File: src/rtl/scan_pattern_driver_if.sv
// Scan driver bus: run request, five scan chain connections and status/result signals.
// master is the driver side, slave is the core/environment side.
interface scan_pattern_driver_if;
  logic        start;
  logic        scan_out0;
  logic        scan_out1;
  logic        scan_out2;
  logic        scan_out3;
  logic        scan_out4;
  logic        scan_in0;
  logic        scan_in1;
  logic        scan_in2;
  logic        scan_in3;
  logic        scan_in4;
  logic        scan_enable;
  logic        test_mode;
  logic        busy;
  logic        done;
  logic [15:0] signature;

  modport master (
    input  start,
    input  scan_out0, scan_out1, scan_out2, scan_out3, scan_out4,
    output scan_in0, scan_in1, scan_in2, scan_in3, scan_in4,
    output scan_enable, test_mode, busy, done, signature
  );

  modport slave (
    output start,
    output scan_out0, scan_out1, scan_out2, scan_out3, scan_out4,
    input  scan_in0, scan_in1, scan_in2, scan_in3, scan_in4,
    input  scan_enable, test_mode, busy, done, signature
  );
endinterface

File: src/rtl/scan_pattern_driver.sv
// Scan pattern driver: loads LFSR patterns into five scan chains, pulses capture,
// compresses chain responses into a 16-bit MISR and reports the signature.
module scan_pattern_driver #(
  parameter int unsigned CHAIN_LEN    = 32,
  parameter int unsigned NUM_PATTERNS = 16,
  parameter logic [15:0] SEED         = 16'hACE1
) (
  input logic                   clk,
  input logic                   reset,
  scan_pattern_driver_if.master bus
);

  localparam int unsigned CntW = (CHAIN_LEN > 1) ? $clog2(CHAIN_LEN) : 1;
  localparam logic [CntW-1:0] LastShift = CntW'(CHAIN_LEN - 1);
  localparam logic [7:0] NumPat = 8'(NUM_PATTERNS);

  typedef enum logic [2:0] {
    StIdle,
    StLoad,
    StCapture,
    StShift,
    StUnload,
    StFinish
  } state_e;

  // Shared by the pattern LFSR and the MISR: x^16+x^14+x^13+x^11+1, shift left.
  function automatic logic [15:0] step16(input logic [15:0] v);
    return {v[14:0], v[15] ^ v[13] ^ v[12] ^ v[10]};
  endfunction

  state_e          state_q, state_d;
  logic [CntW-1:0] shift_cnt_q, shift_cnt_d;
  logic [7:0]      pat_cnt_q, pat_cnt_d;
  logic [15:0]     lfsr_q, lfsr_d;
  logic [15:0]     misr_q, misr_d;
  logic [15:0]     misr_next;
  logic [4:0]      scan_out_vec;
  logic            last_shift;

  logic [4:0]      scan_in_q;
  logic            scan_enable_q;
  logic            test_mode_q;
  logic            busy_q;
  logic            done_q;
  logic [15:0]     signature_q;

  assign scan_out_vec = {bus.scan_out4, bus.scan_out3, bus.scan_out2, bus.scan_out1,
                         bus.scan_out0};
  assign last_shift   = (shift_cnt_q == LastShift);
  assign misr_next    = step16(misr_q) ^ {11'd0, scan_out_vec};

  // Next-state logic: phase sequencing, counters, LFSR advance and MISR compression.
  always_comb begin
    state_d     = state_q;
    shift_cnt_d = shift_cnt_q;
    pat_cnt_d   = pat_cnt_q;
    lfsr_d      = lfsr_q;
    misr_d      = misr_q;
    unique case (state_q)
      StIdle: begin
        if (bus.start) begin
          state_d     = StLoad;
          shift_cnt_d = '0;
          pat_cnt_d   = '0;
          lfsr_d      = SEED;
          misr_d      = '0;
        end
      end
      StLoad: begin
        lfsr_d      = step16(lfsr_q);
        shift_cnt_d = last_shift ? '0 : shift_cnt_q + CntW'(1);
        if (last_shift) state_d = StCapture;
      end
      StCapture: begin
        pat_cnt_d = pat_cnt_q + 8'd1;
        state_d   = (pat_cnt_d < NumPat) ? StShift : StUnload;
      end
      StShift: begin
        // Unload the previous response while the next pattern shifts in.
        lfsr_d      = step16(lfsr_q);
        misr_d      = misr_next;
        shift_cnt_d = last_shift ? '0 : shift_cnt_q + CntW'(1);
        if (last_shift) state_d = StCapture;
      end
      StUnload: begin
        misr_d      = misr_next;
        shift_cnt_d = last_shift ? '0 : shift_cnt_q + CntW'(1);
        if (last_shift) state_d = StFinish;
      end
      StFinish: begin
        state_d = StIdle;
      end
      default: begin
        state_d = StIdle;
      end
    endcase
  end

  // Core state: FSM, counters, LFSR and MISR.
  always_ff @(posedge clk or negedge reset) begin
    if (!reset) begin
      state_q     <= StIdle;
      shift_cnt_q <= '0;
      pat_cnt_q   <= '0;
      lfsr_q      <= SEED;
      misr_q      <= '0;
    end else begin
      state_q     <= state_d;
      shift_cnt_q <= shift_cnt_d;
      pat_cnt_q   <= pat_cnt_d;
      lfsr_q      <= lfsr_d;
      misr_q      <= misr_d;
    end
  end

  // Outputs registered from next state so they line up with the phase they describe.
  always_ff @(posedge clk or negedge reset) begin
    if (!reset) begin
      scan_in_q     <= '0;
      scan_enable_q <= 1'b0;
      test_mode_q   <= 1'b0;
      busy_q        <= 1'b0;
      done_q        <= 1'b0;
      signature_q   <= '0;
    end else begin
      scan_in_q     <= (state_d == StLoad || state_d == StShift) ? lfsr_d[4:0] : 5'd0;
      scan_enable_q <= (state_d == StLoad || state_d == StShift || state_d == StUnload);
      test_mode_q   <= (state_d != StIdle);
      busy_q        <= (state_d != StIdle);
      done_q        <= (state_d == StFinish);
      if (state_d == StFinish) signature_q <= misr_d;
    end
  end

  assign bus.scan_in0    = scan_in_q[0];
  assign bus.scan_in1    = scan_in_q[1];
  assign bus.scan_in2    = scan_in_q[2];
  assign bus.scan_in3    = scan_in_q[3];
  assign bus.scan_in4    = scan_in_q[4];
  assign bus.scan_enable = scan_enable_q;
  assign bus.test_mode   = test_mode_q;
  assign bus.busy        = busy_q;
  assign bus.done        = done_q;
  assign bus.signature   = signature_q;

endmodule

File: src/flat_wrapper.sv
// flat-port wrapper written by rule: the top's interface ports become plain ports
module scan_pattern_driver_flat 
#(
  parameter int unsigned CHAIN_LEN    = 32,
  parameter int unsigned NUM_PATTERNS = 16,
  parameter logic [15:0] SEED         = 16'hACE1
)
  (clk, reset, bus_start, bus_scan_out0, bus_scan_out1, bus_scan_out2, bus_scan_out3, bus_scan_out4, bus_scan_in0, bus_scan_in1, bus_scan_in2, bus_scan_in3, bus_scan_in4, bus_scan_enable, bus_test_mode, bus_busy, bus_done, bus_signature);
  scan_pattern_driver_if bus_i ();
  input logic clk;
  input logic reset;
  input wire logic [$bits(bus_i.start)-1:0] bus_start;
  input wire logic [$bits(bus_i.scan_out0)-1:0] bus_scan_out0;
  input wire logic [$bits(bus_i.scan_out1)-1:0] bus_scan_out1;
  input wire logic [$bits(bus_i.scan_out2)-1:0] bus_scan_out2;
  input wire logic [$bits(bus_i.scan_out3)-1:0] bus_scan_out3;
  input wire logic [$bits(bus_i.scan_out4)-1:0] bus_scan_out4;
  output wire logic [$bits(bus_i.scan_in0)-1:0] bus_scan_in0;
  output wire logic [$bits(bus_i.scan_in1)-1:0] bus_scan_in1;
  output wire logic [$bits(bus_i.scan_in2)-1:0] bus_scan_in2;
  output wire logic [$bits(bus_i.scan_in3)-1:0] bus_scan_in3;
  output wire logic [$bits(bus_i.scan_in4)-1:0] bus_scan_in4;
  output wire logic [$bits(bus_i.scan_enable)-1:0] bus_scan_enable;
  output wire logic [$bits(bus_i.test_mode)-1:0] bus_test_mode;
  output wire logic [$bits(bus_i.busy)-1:0] bus_busy;
  output wire logic [$bits(bus_i.done)-1:0] bus_done;
  output wire logic [$bits(bus_i.signature)-1:0] bus_signature;
  assign bus_i.start = bus_start;
  assign bus_i.scan_out0 = bus_scan_out0;
  assign bus_i.scan_out1 = bus_scan_out1;
  assign bus_i.scan_out2 = bus_scan_out2;
  assign bus_i.scan_out3 = bus_scan_out3;
  assign bus_i.scan_out4 = bus_scan_out4;
  assign bus_scan_in0 = bus_i.scan_in0;
  assign bus_scan_in1 = bus_i.scan_in1;
  assign bus_scan_in2 = bus_i.scan_in2;
  assign bus_scan_in3 = bus_i.scan_in3;
  assign bus_scan_in4 = bus_i.scan_in4;
  assign bus_scan_enable = bus_i.scan_enable;
  assign bus_test_mode = bus_i.test_mode;
  assign bus_busy = bus_i.busy;
  assign bus_done = bus_i.done;
  assign bus_signature = bus_i.signature;
  scan_pattern_driver #(.CHAIN_LEN(CHAIN_LEN), .NUM_PATTERNS(NUM_PATTERNS), .SEED(SEED)) u_core (.clk(clk), .reset(reset), .bus(bus_i));
endmodule
File: config.mk
export PLATFORM = sky130hd
export DESIGN_NAME = scan_pattern_driver_flat
export DESIGN_NICKNAME = d
export VERILOG_FILES = /design/src/rtl/scan_pattern_driver_if.sv /design/src/rtl/scan_pattern_driver.sv /design/src/flat_wrapper.sv
export SDC_FILE = /design/constraint.sdc
export NUM_CORES = 1
export LEC_CHECK = 0
export CAP_MARGIN = 20
export CORE_MARGIN = 2
export CORE_UTILIZATION = 50
export DETAILED_ROUTE_END_ITERATION = 12
export PLACE_DENSITY = 0.75
export RECOVER_POWER = 100
export SYNTH_ARGS = -nofsm -noshare
export SYNTH_HDL_FRONTEND = slang
export SYNTH_SLANG_ARGS = --single-unit
File: constraint.sdc
create_clock -name clk -period 2.1 [get_ports clk]
set_clock_uncertainty 0.2 [all_clocks]
set_input_delay 0.21 -clock clk [delete_from_list [all_inputs] [get_ports clk]]
set_output_delay 0.21 -clock clk [all_outputs]
set_load 0.02 [all_outputs]
==> results.py, run 1 <==
metrics = {
    "place": {
        "hpwl_um": 3850,
        "globalplace.congestion": 0.775,
        "dp.cells": 358,
        "numPortBuffers": 32,
        "placed_cell_area_um2": 3570,
    },
    "timing": {
        "slew_headroom": 0.362,
        "finalSetupViolCount": 0,
        "fmax_mhz": 501,
        "post-route-min-period_ps": 2000,
        "maxSlewViolCount": 0,
        "fin_crit_sh": 0.951,
        "rsz0062_at_grt": "false",
        "tns_ps": 0,
        "worstMarginPinSlew_ps": 957,
        "hold_viol": 0,
    },
    "clocking": {
        "clock_sinks": 72,
        "clk_path_buf_depth": 2,
        "cts_buffers": 9,
        "tritoncts": "done",
        "htree_levels": 3,
        "cts-root-buf": "clkbuf_8",
        "clk-insertion-delay-late_ps": 340,
        "clkTransAtPathRegs_ps": 80,
    },
    "die": {
        "core_um2": 5960,
        "ios": 33,
        "die_h_um": 82.7,
        "initial_core_util": 0.520,
        "num_rows": 28,
        "dieArea_um2": 6840,
        "die_x_um": 82.7,
    },
    "logic_synthesis": {
        "ys_ff_latch": 72,
        "synth-simple-area-share": 0.120,
        "synthArstFlopShare": 1.00,
        "synth_top_family_by_area": "compound AO/OA/AOI/OAI gates",
        "synth_top_area_frac": 0.517,
        "synth_cell_types": 48,
        "synth_ff_type": "dfrtp_1",
        "synth.cell_area_um2": 3100,
        "synth-compound-area-share": 0.159,
        "synth_xor_area_frac": 0.0339,
        "yosys_warnings": 0,
        "yosys.area.top_type": "dfrtp_1",
        "synthMuxAreaShare": 0.0646,
        "synthesis.instances": 253,
        "synth_fp_nets": 264,
        "syn_avg_cell_area_um2": 12.2,
        "synth_area_leaders": "dfrtp_1 (52%), a22o_1 (7.9%), dfstp_2 (6.8%), mux2_2 (5.8%), nand2_1 (2.8%)",
        "seq_area_frac_synth": 0.585,
        "synth_adder_area_share": 0.0121,
        "synth-edff-count": 0,
    },
    "cells_and_area": {
        "drive_gt1_frac": 0.205,
        "area_growth_pct": 24.2,
        "fin_area_um2": 3850,
        "nets": 308,
        "fin_cells": 377,
        "antenna_cells": 0,
    },
    "global_route": {
        "grt_use_total": 0.201,
        "grt-ovfl-total": 0,
        "grt_max_degree": 73,
        "grt_pass1_wl_um": 10100,
        "grt_pass1_vias": 2125,
        "antenna_found_initial": 0,
    },
    "critical_path": {
        "critPathKind": "flop to flop",
        "worst_ep_arrival_time_ps": 2030,
        "crit_path_end_kind": "flop",
        "required_ps": 2130,
        "start_kind": "flop",
        "critPathMaxFanout": 9,
    },
    "min_path": {
        "min-delay-path-class": "flop to flop",
    },
    "power_and_ir_drop": {
        "powerDensity_nw_per_um2": 1140,
        "p_leak_nw": 1.73,
        "ir_drop_mv": 0.844,
        "p_total_mw": 4.38,
    },
    "routing": {
        "drt_pass1_iterations": 4,
        "drt_iter0_drc": 81,
        "drc": 0,
        "ant_nets": 0,
        "vias": 2162,
        "avgRoutedWirePerCell_um": 16.1,
        "totalWireLength_um": 6060,
        "routed_via_density": 5.73,
    },
    "run": {
        "maxCapViolations": 0,
    },
    "run_status": {
        "status": "completed",
    },
}
-- stage by stage --
stage	hold slack, ps	worst slack, ps	util
4_1_cts	233	15.9	0.642
3_5_place_dp	62.6	-8.97	0.599
6_report	293	103	0.646
2_1_floorplan	-286	32.5	-
5_1_grt	324	8.98	0.646
3_3_place_gp	63.2	46.5	0.599
-- cells in the mapped netlist (2+ instances only) --
master     n
dfrtp_1   64
a22o_1    28
nand2_1   23
mux2_2    16
nand3_1   14
buf_2      9
nor2_1     9
dfstp_2    8
xor2_1     7
o21ai_0    6
nor2b_1    5
o21ai_1    5
xnor2_1    5
a21boi_0   4
and3_1     4
ha_1       3
nor3_1     3
a21o_1     2
a21oi_1    2
a31oi_1    2
and2b_1    2
buf_4      2
mux2i_1    2
nand2b_1   2
o211a_1    2
o21bai_1   2
-- timing repair --
action / CTS / global route
gates resized for setup: 1 / 5
buffers inserted: 0 / 1
hold buffers: 1 / 0
cloned: 0 / 1
endpoints found under the hold margin: 72 / 0
endpoints found under the setup margin: 16 / 17
-- sequential cells by signal, indices dropped and copies added (netlist names) --
signal and count:
u_core.lfsr_q 16, u_core.pat_cnt_q 8, u_core.scan_in_q 5, u_core.state_q 3, u_core.bus.signature 16, u_core.bus.scan_enable 1
u_core.misr_q 16, u_core.bus.test_mode 1, u_core.shift_cnt_q 5, u_core.bus.done 1
-- cells in the final DEF, fill, tap and decap left out, drive strengths merged, types with 3 or more instances in the layout --
| cell type | count |
|---|---|
| dfstp | 8 |
| nand2 | 23 |
| dlygate4sd3 | 26 |
| nor2b | 5 |
| xnor2 | 5 |
| bufinv | 3 |
| and3 | 4 |
| clkbuf | 14 |
| a22o | 28 |
| xor2 | 7 |
| nor3 | 3 |
| nand3 | 14 |
| o21ai | 11 |
| and2b | 3 |
| buf | 10 |
| a21boi | 4 |
| nor2 | 9 |
| clkdlybuf4s50 | 6 |
| ha | 3 |
| o21bai | 3 |
| dfrtp | 64 |
| clkinv | 3 |
| mux2 | 16 |
-- where the power goes --
part           internal (mW)  switching [mW]  leakage [nW]  total, mW
Combinational          0.572           0.557         0.721       1.13
Sequential              1.74           0.191         0.891       1.93
Clock                  0.791           0.524         0.119       1.31
Total                   3.11            1.27          1.73       4.38
-- cell type report --
type,count,area [um2]
clock buffers,9,124
clock inverters,7,120
well taps,75,93.8
flip-flops and latches,72,1810
fillers,461,2110
multi-input cells,167,1220
repair buffers,47,475
-- worst paths after layout --
path / endpoint / start / cells past startpoint / slack [ps]
worst max-delay path: u_core.bus.signature[6] / u_core.shift_cnt_q[0] / 6 / 100
worst min-delay path: u_core.lfsr_q[6] / u_core.lfsr_q[6] / 2 / 290
worst max register to register: u_core.bus.signature[6] / u_core.shift_cnt_q[0] / 6 / 100
worst min register to register: u_core.lfsr_q[6] / u_core.lfsr_q[6] / 2 / 290
max in group asynchronous: u_core.misr_q[1] / reset / 3 / 620
min in group asynchronous: u_core.lfsr_q[3] / reset / 3 / 450
-- layer usage --
metal | vias to the layer above | GRT usage | wire length, um
li1 | 1008 | - | -
met1 | 1107 | 0.289 | 2840
met2 | 39 | 0.294 | 2880
met3 | 8 | 0.0576 | 267
met4 | 0 | 0.0705 | 77
met5 | - | 0 | 0
-- worst max-delay path, cell delays in order, from the launching register on --
cell	delay [ps]
dfrtp_1	390
ha_2	200
and3_1	200
ha_4	170
and3_4	230
clkbuf_16	170
mux2_2	330
-- kinds of logic after synthesis --
| kind of cell | after synthesis |
|---|---|
| compound gates | 63 |
| xor+xnor | 12 |
| fa+ha+maj | 3 |
| buf+inv | 14 |
| flops | 72 |
| mux | 18 |
| simple gates | 71 |
Note: power is estimated with default switching activity, not from simulation.
==> inputs of run 2 (changes only) <==
--- a/config.mk
+++ b/config.mk
@@ -6,10 +6,12 @@
 export NUM_CORES = 1
 export LEC_CHECK = 0
 export CAP_MARGIN = 20
+export CELL_PAD_IN_SITES_DETAIL_PLACEMENT = 1
+export CELL_PAD_IN_SITES_GLOBAL_PLACEMENT = 1
 export CORE_MARGIN = 2
-export CORE_UTILIZATION = 50
+export CORE_UTILIZATION = 49
 export DETAILED_ROUTE_END_ITERATION = 12
-export PLACE_DENSITY = 0.75
+export PLACE_DENSITY = 0.84
 export RECOVER_POWER = 100
 export SYNTH_ARGS = -nofsm -noshare
 export SYNTH_HDL_FRONTEND = slang
==> constraint.sdc (replaced) <==
create_clock -name clk -period 2.5 [get_ports clk]
set_clock_uncertainty 0.2 [all_clocks]
set_input_delay 0.25 -clock clk [delete_from_list [all_inputs] [get_ports clk]]
set_output_delay 0.25 -clock clk [all_outputs]
set_load 0.02 [all_outputs]
==> results.py, run 2 (synthesis gave the netlist of run 1 again) <==
metrics = {
    "run_status": {
        "status": "completed",
    },
    "routing": {
        "totalWireLength_um": 7330,
        "drt_iter0_drc": 76,
        "routed_via_density": 5.92,
        "drt_pass1_iterations": 6,
        "avgRoutedWirePerCell_um": 19.8,
        "drc": 0,
        "vias": 2196,
        "ant_nets": 0,
    },
    "critical_path": {
        "critPathMaxFanout": 7,
        "required_ps": 2490,
        "critical_path.cell_chain": "ha_1 > and4_1 > o211a_1 > o211ai_1 > clkbuf_1 > a221oi_1",
        "r2r-start": "u_core.pat_cnt_q[0]",
        "worst_ep_arrival_time_ps": 2300,
        "critPathKind": "flop to flop",
        "start_kind": "flop",
        "reg2reg_depth": 6,
        "reg2reg_slack_ps": 200,
        "path_delay_family": "compound AO/OA/AOI/OAI gates",
        "max_stage_delay_ps": 420,
        "rr_endpoint": "u_core.scan_in_q[0]",
        "slowest_stage": "dfrtp_1",
        "crit_path_end_kind": "flop",
        "cp_num_buf_inv": 1,
    },
    "place": {
        "hpwl_um": 5020,
        "numPortBuffers": 32,
        "globalplace.congestion": 0.777,
        "placed_cell_area_um2": 3490,
    },
    "timing": {
        "hold_viol": 0,
        "finalSetupViolCount": 0,
        "worstMarginPinSlew_ps": 1310,
        "maxSlewViolCount": 0,
        "tns_ps": 0,
        "post-route-min-period_ps": 2300,
        "fmax_mhz": 434,
        "slew_headroom": 0.126,
        "fin_hold_ws_ps": 292,
        "rsz0062_at_grt": "false",
        "fin_crit_sh": 0.921,
    },
    "clocking": {
        "cts_setup_buffers": 0,
        "tritoncts": "done",
        "clk-insertion-delay-late_ps": 350,
        "cts-root-buf": "clkbuf_8",
        "htree_levels": 3,
        "clock_sinks": 72,
        "clkTransAtPathRegs_ps": 80,
        "cts_buffers": 9,
        "clk_path_buf_depth": 2,
    },
    "cells_and_area": {
        "drive_gt1_frac": 0.169,
        "fin_area_um2": 3700,
        "nets": 302,
        "area_growth_pct": 19.6,
        "antenna_cells": 0,
        "num-fill-cells": 626,
        "final_common_cell": "dfrtp_1",
        "layout_common_cells": "dfrtp_1 (64), a22o_1 (28), dlygate4sd3_1 (26), nand2_1 (23), mux2_2 (15)",
    },
    "power_and_ir_drop": {
        "sequentialPowerShare": 0.453,
        "p_clk_frac": 0.281,
        "powerDensity_nw_per_um2": 980,
        "sw_frac_of_total": 0.310,
        "internal_power_mw": 2.50,
        "p_comb_frac": 0.267,
        "p_leak_nw": 1.67,
        "power_switching_mw": 1.13,
        "ir_drop_mv": 0.666,
    },
    "min_path": {
        "min-delay-path-class": "flop to flop",
        "min-delay-start": "u_core.lfsr_q[6]",
        "hold_end": "u_core.lfsr_q[6]",
        "min_path_cells": 2,
    },
    "global_route": {
        "grt_pass1_vias": 2474,
        "grt_max_degree": 28,
        "grt_use_total": 0.231,
        "grt-ovfl-total": 0,
        "grt_pass1_wl_um": 12500,
        "antenna_found_initial": 0,
    },
    "die": {
        "dieArea_um2": 6970,
        "initial_core_util": 0.514,
        "ios": 33,
        "die_x_um": 83.5,
        "core_um2": 6030,
        "num_rows": 28,
        "die_h_um": 83.5,
    },
    "run": {
        "maxCapViolations": 0,
    },
}
-- run 2: power by group through the flow --
stage	clock, mW	sequential [mW]	combinational (mW)
2_1_floorplan	0	1.82	0.378
3_3_place_gp	0	1.64	0.992
3_5_place_dp	0	1.67	1.04
4_1_cts	1.04	1.65	1.05
5_1_grt	1.09	1.68	1.04
6_report	1.02	1.64	0.967
-- run 2: routing by layer --
metal	wire (um)	vias up	GRT usage
li1	-	986	-
met1	3130	1146	0.289
met2	3790	49	0.388
met3	236	15	0.0495
met4	173	0	0.0997
met5	0	-	0
-- run 2: final cells by class --
cell class                      instances  area [um2]  area share
Clock inverter                          6        92.6      0.0250
Timing Repair Buffer                   41         377       0.102
Multi-Input combinational cell        167        1200       0.324
Clock buffer                           10         128      0.0345
Sequential cell                        72        1810       0.489
Tap cell                               75        93.8      0.0253
-- run 2: worst register-to-register path, delay by kind of cell, from the launching register on --
family | cells | cell delay, ps
adders and majority gates | 1 | 300
DFF | 1 | 420
and+or+nand+nor | 1 | 240
buffers and inverters | 1 | 380
AOI/OAI and AO/OA | 3 | 620
-- run 2: how the worst max path moves through the flow --
stage | endpoint | from | slack (ps) | cells after the start
floorplan | u_core.bus.signature[10] | u_core.shift_cnt_q[0] | 430 | 7
global placement | u_core.bus.signature[10] | u_core.shift_cnt_q[0] | 300 | 6
detailed placement | u_core.bus.signature[14] | u_core.shift_cnt_q[0] | 240 | 6
CTS | u_core.bus.signature[11] | u_core.shift_cnt_q[0] | 190 | 6
global route | u_core.scan_in_q[4] | u_core.state_q[0] | 50 | 4
finish | u_core.scan_in_q[0] | u_core.pat_cnt_q[0] | 200 | 6
-- run 2: what timing repair did --
item,in CTS,in global routing
gates resized for setup,0,0
hold buffers,1,0
endpoints found under the hold margin,20,0
-- run 2: metrics by stage --
| stage | cells | worst slack, ps | util | power, mW |
|---|---|---|---|---|
| floorplan | 253 | 433 | - | 2.20 |
| global placement | 354 | 301 | 0.579 | 2.63 |
| detailed placement | 354 | 239 | 0.579 | 2.70 |
| CTS | 371 | 192 | 0.617 | 3.75 |
| global route | 371 | 50.3 | 0.614 | 3.81 |
| finish | 371 | 196 | 0.614 | 3.63 |
==> inputs of run 3 (changes only) <==
--- a/config.mk
+++ b/config.mk
@@ -9,9 +9,9 @@
 export CELL_PAD_IN_SITES_DETAIL_PLACEMENT = 1
 export CELL_PAD_IN_SITES_GLOBAL_PLACEMENT = 1
 export CORE_MARGIN = 2
-export CORE_UTILIZATION = 49
+export CORE_UTILIZATION = 25
 export DETAILED_ROUTE_END_ITERATION = 12
-export PLACE_DENSITY = 0.84
+export PLACE_DENSITY = 0.49
 export RECOVER_POWER = 100
 export SYNTH_ARGS = -nofsm -noshare
 export SYNTH_HDL_FRONTEND = slang
==> results.py, run 3 (synthesis gave the netlist of run 1 again) <==
metrics = {
    "power_and_ir_drop": {
        "p_total_mw": 3.98,
        "powerDensity_nw_per_um2": 1010,
        "internal_power_mw": 2.84,
        "sequentialPowerShare": 0.409,
        "p_clk_frac": 0.356,
        "ir_drop_mv": 0.597,
        "p_comb_frac": 0.235,
        "power_switching_mw": 1.14,
        "p_leak_nw": 1.73,
        "sw_frac_of_total": 0.287,
    },
    "critical_path": {
        "start_kind": "flop",
        "max_stage_delay_ps": 620,
        "crit_path_end_kind": "flop",
        "worst_ep_arrival_time_ps": 2240,
        "required_ps": 2520,
        "reg2reg_slack_ps": 270,
        "critPathMaxFanout": 13,
        "crit_path_frequent_cell": "a22o_1",
        "slowest_stage": "nor3b_1",
        "critPathKind": "flop to flop",
        "critical_path.cell_chain": "nor3b_1 > nor2_1 > a22o_1 > a22o_1",
    },
    "clocking": {
        "clkTransAtPathRegs_ps": 60,
        "ctsResizeCount": 0,
        "cts-root-buf": "clkbuf_16",
        "clk_path_buf_depth": 2,
        "clk-insertion-delay-late_ps": 330,
        "cts_buffers": 9,
        "tritoncts": "done",
        "clock_sinks": 72,
        "htree_levels": 3,
    },
    "timing": {
        "hold_viol": 0,
        "worstMarginPinSlew_ps": 1040,
        "fmax_mhz": 449,
        "worst_slack_ps": 272,
        "fin_hold_ws_ps": 285,
        "finalSetupViolCount": 0,
        "post-route-min-period_ps": 2230,
        "maxSlewViolCount": 0,
        "rsz0062_at_grt": "false",
        "slew_headroom": 0.307,
        "fin_crit_sh": 0.891,
        "tns_ps": 0,
    },
    "routing": {
        "ant_nets": 0,
        "drt_pass1_iterations": 4,
        "drc": 0,
        "avgRoutedWirePerCell_um": 15.3,
        "vias": 2127,
        "drt_iter0_drc": 57,
        "totalWireLength_um": 7090,
        "routed_via_density": 4.58,
    },
    "global_route": {
        "grt_use_total": 0.120,
        "antenna_found_initial": 0,
        "grt_max_degree": 41,
        "grt-ovfl-total": 0,
        "grt_pass1_wl_um": 12200,
        "grt_pass1_vias": 2306,
    },
    "die": {
        "initial_core_util": 0.257,
        "core_um2": 12100,
        "ios": 33,
        "die_x_um": 115,
        "num_rows": 40,
        "dieArea_um2": 13300,
        "die_h_um": 115,
    },
    "cells_and_area": {
        "num-fill-cells": 1315,
        "nets": 302,
        "area_growth_pct": 27.1,
        "fin_area_um2": 3940,
        "layout_common_cells": "dfrtp_1 (64), a22o_1 (28), dlygate4sd3_1 (26), nand2_1 (23), mux2_2 (16)",
        "drive_gt1_frac": 0.179,
        "antenna_cells": 0,
        "final_common_cell": "dfrtp_1",
    },
    "place": {
        "globalplace.congestion": 0.726,
        "placed_cell_area_um2": 3620,
        "hpwl_um": 4680,
        "numPortBuffers": 32,
        "dp_slack_ps": 340,
    },
    "run": {
        "maxCapViolations": 0,
    },
    "min_path": {
        "min-delay-path-class": "flop to flop",
    },
    "run_status": {
        "status": "completed",
    },
}
==> run 3: power by group through the flow <==
stage | Combinational (mW) | Clock [mW] | Sequential, mW
finish | 0.937 | 1.42 | 1.63
global route | 1.03 | 1.52 | 1.67
CTS | 1.02 | 1.46 | 1.64
detailed placement | 1.01 | 0 | 1.66
global placement | 1.01 | 0 | 1.66
floorplan | 0.378 | 0 | 1.82
==> run 3: per-stage QoR <==
step | utilization | std cells
final | 0.326 | 464
after CTS | 0.328 | 464
after global placement | 0.300 | 447
after global routing | 0.326 | 464
after detailed placement | 0.300 | 447
after floorplan | - | 253
==> run 3: layer usage <==
layer,part of all wire,GRT usage
met1,0.50,0.162
met2,0.46,0.183
met3,0.030,0.0427
met4,0.013,0.0361
met5,0,0
==> run 3: final timing paths <==
check | from | end | cells after the start
max | u_core.state_q[2] | u_core.shift_cnt_q[3] | 4
min | u_core.lfsr_q[6] | u_core.lfsr_q[6] | 2
max reg2reg | u_core.state_q[2] | u_core.shift_cnt_q[3] | 4
min reg2reg | u_core.lfsr_q[6] | u_core.lfsr_q[6] | 2
max in group asynchronous | reset | u_core.bus.signature[4] | 3
min in group asynchronous | reset | u_core.state_q[2] | 2
==> run 3: timing repair <==
| action | in CTS | in global routing |
|---|---|---|
| buffers inserted | 0 | 0 |
| hold endpoints to repair | 38 | 0 |
| hold buffers | 1 | 0 |
==> run 3: cell type report <==
class / instances / area, um2 / area share
tap: 168 / 210 / 0.0534
timing repair buffer: 41 / 389 / 0.0989
clock buffer: 10 / 239 / 0.0607
clock inverter: 6 / 90.1 / 0.0229
sequential: 72 / 1810 / 0.460
multi-input combinational: 167 / 1190 / 0.304
==> run 3: worst max-delay path: cells and delay by family (launching register included) <==
kind / cells / cell delay, ps
flip-flops: 1 / 530
AO/OA/AOI/OAI: 2 / 510
AND/OR/NAND/NOR: 2 / 870
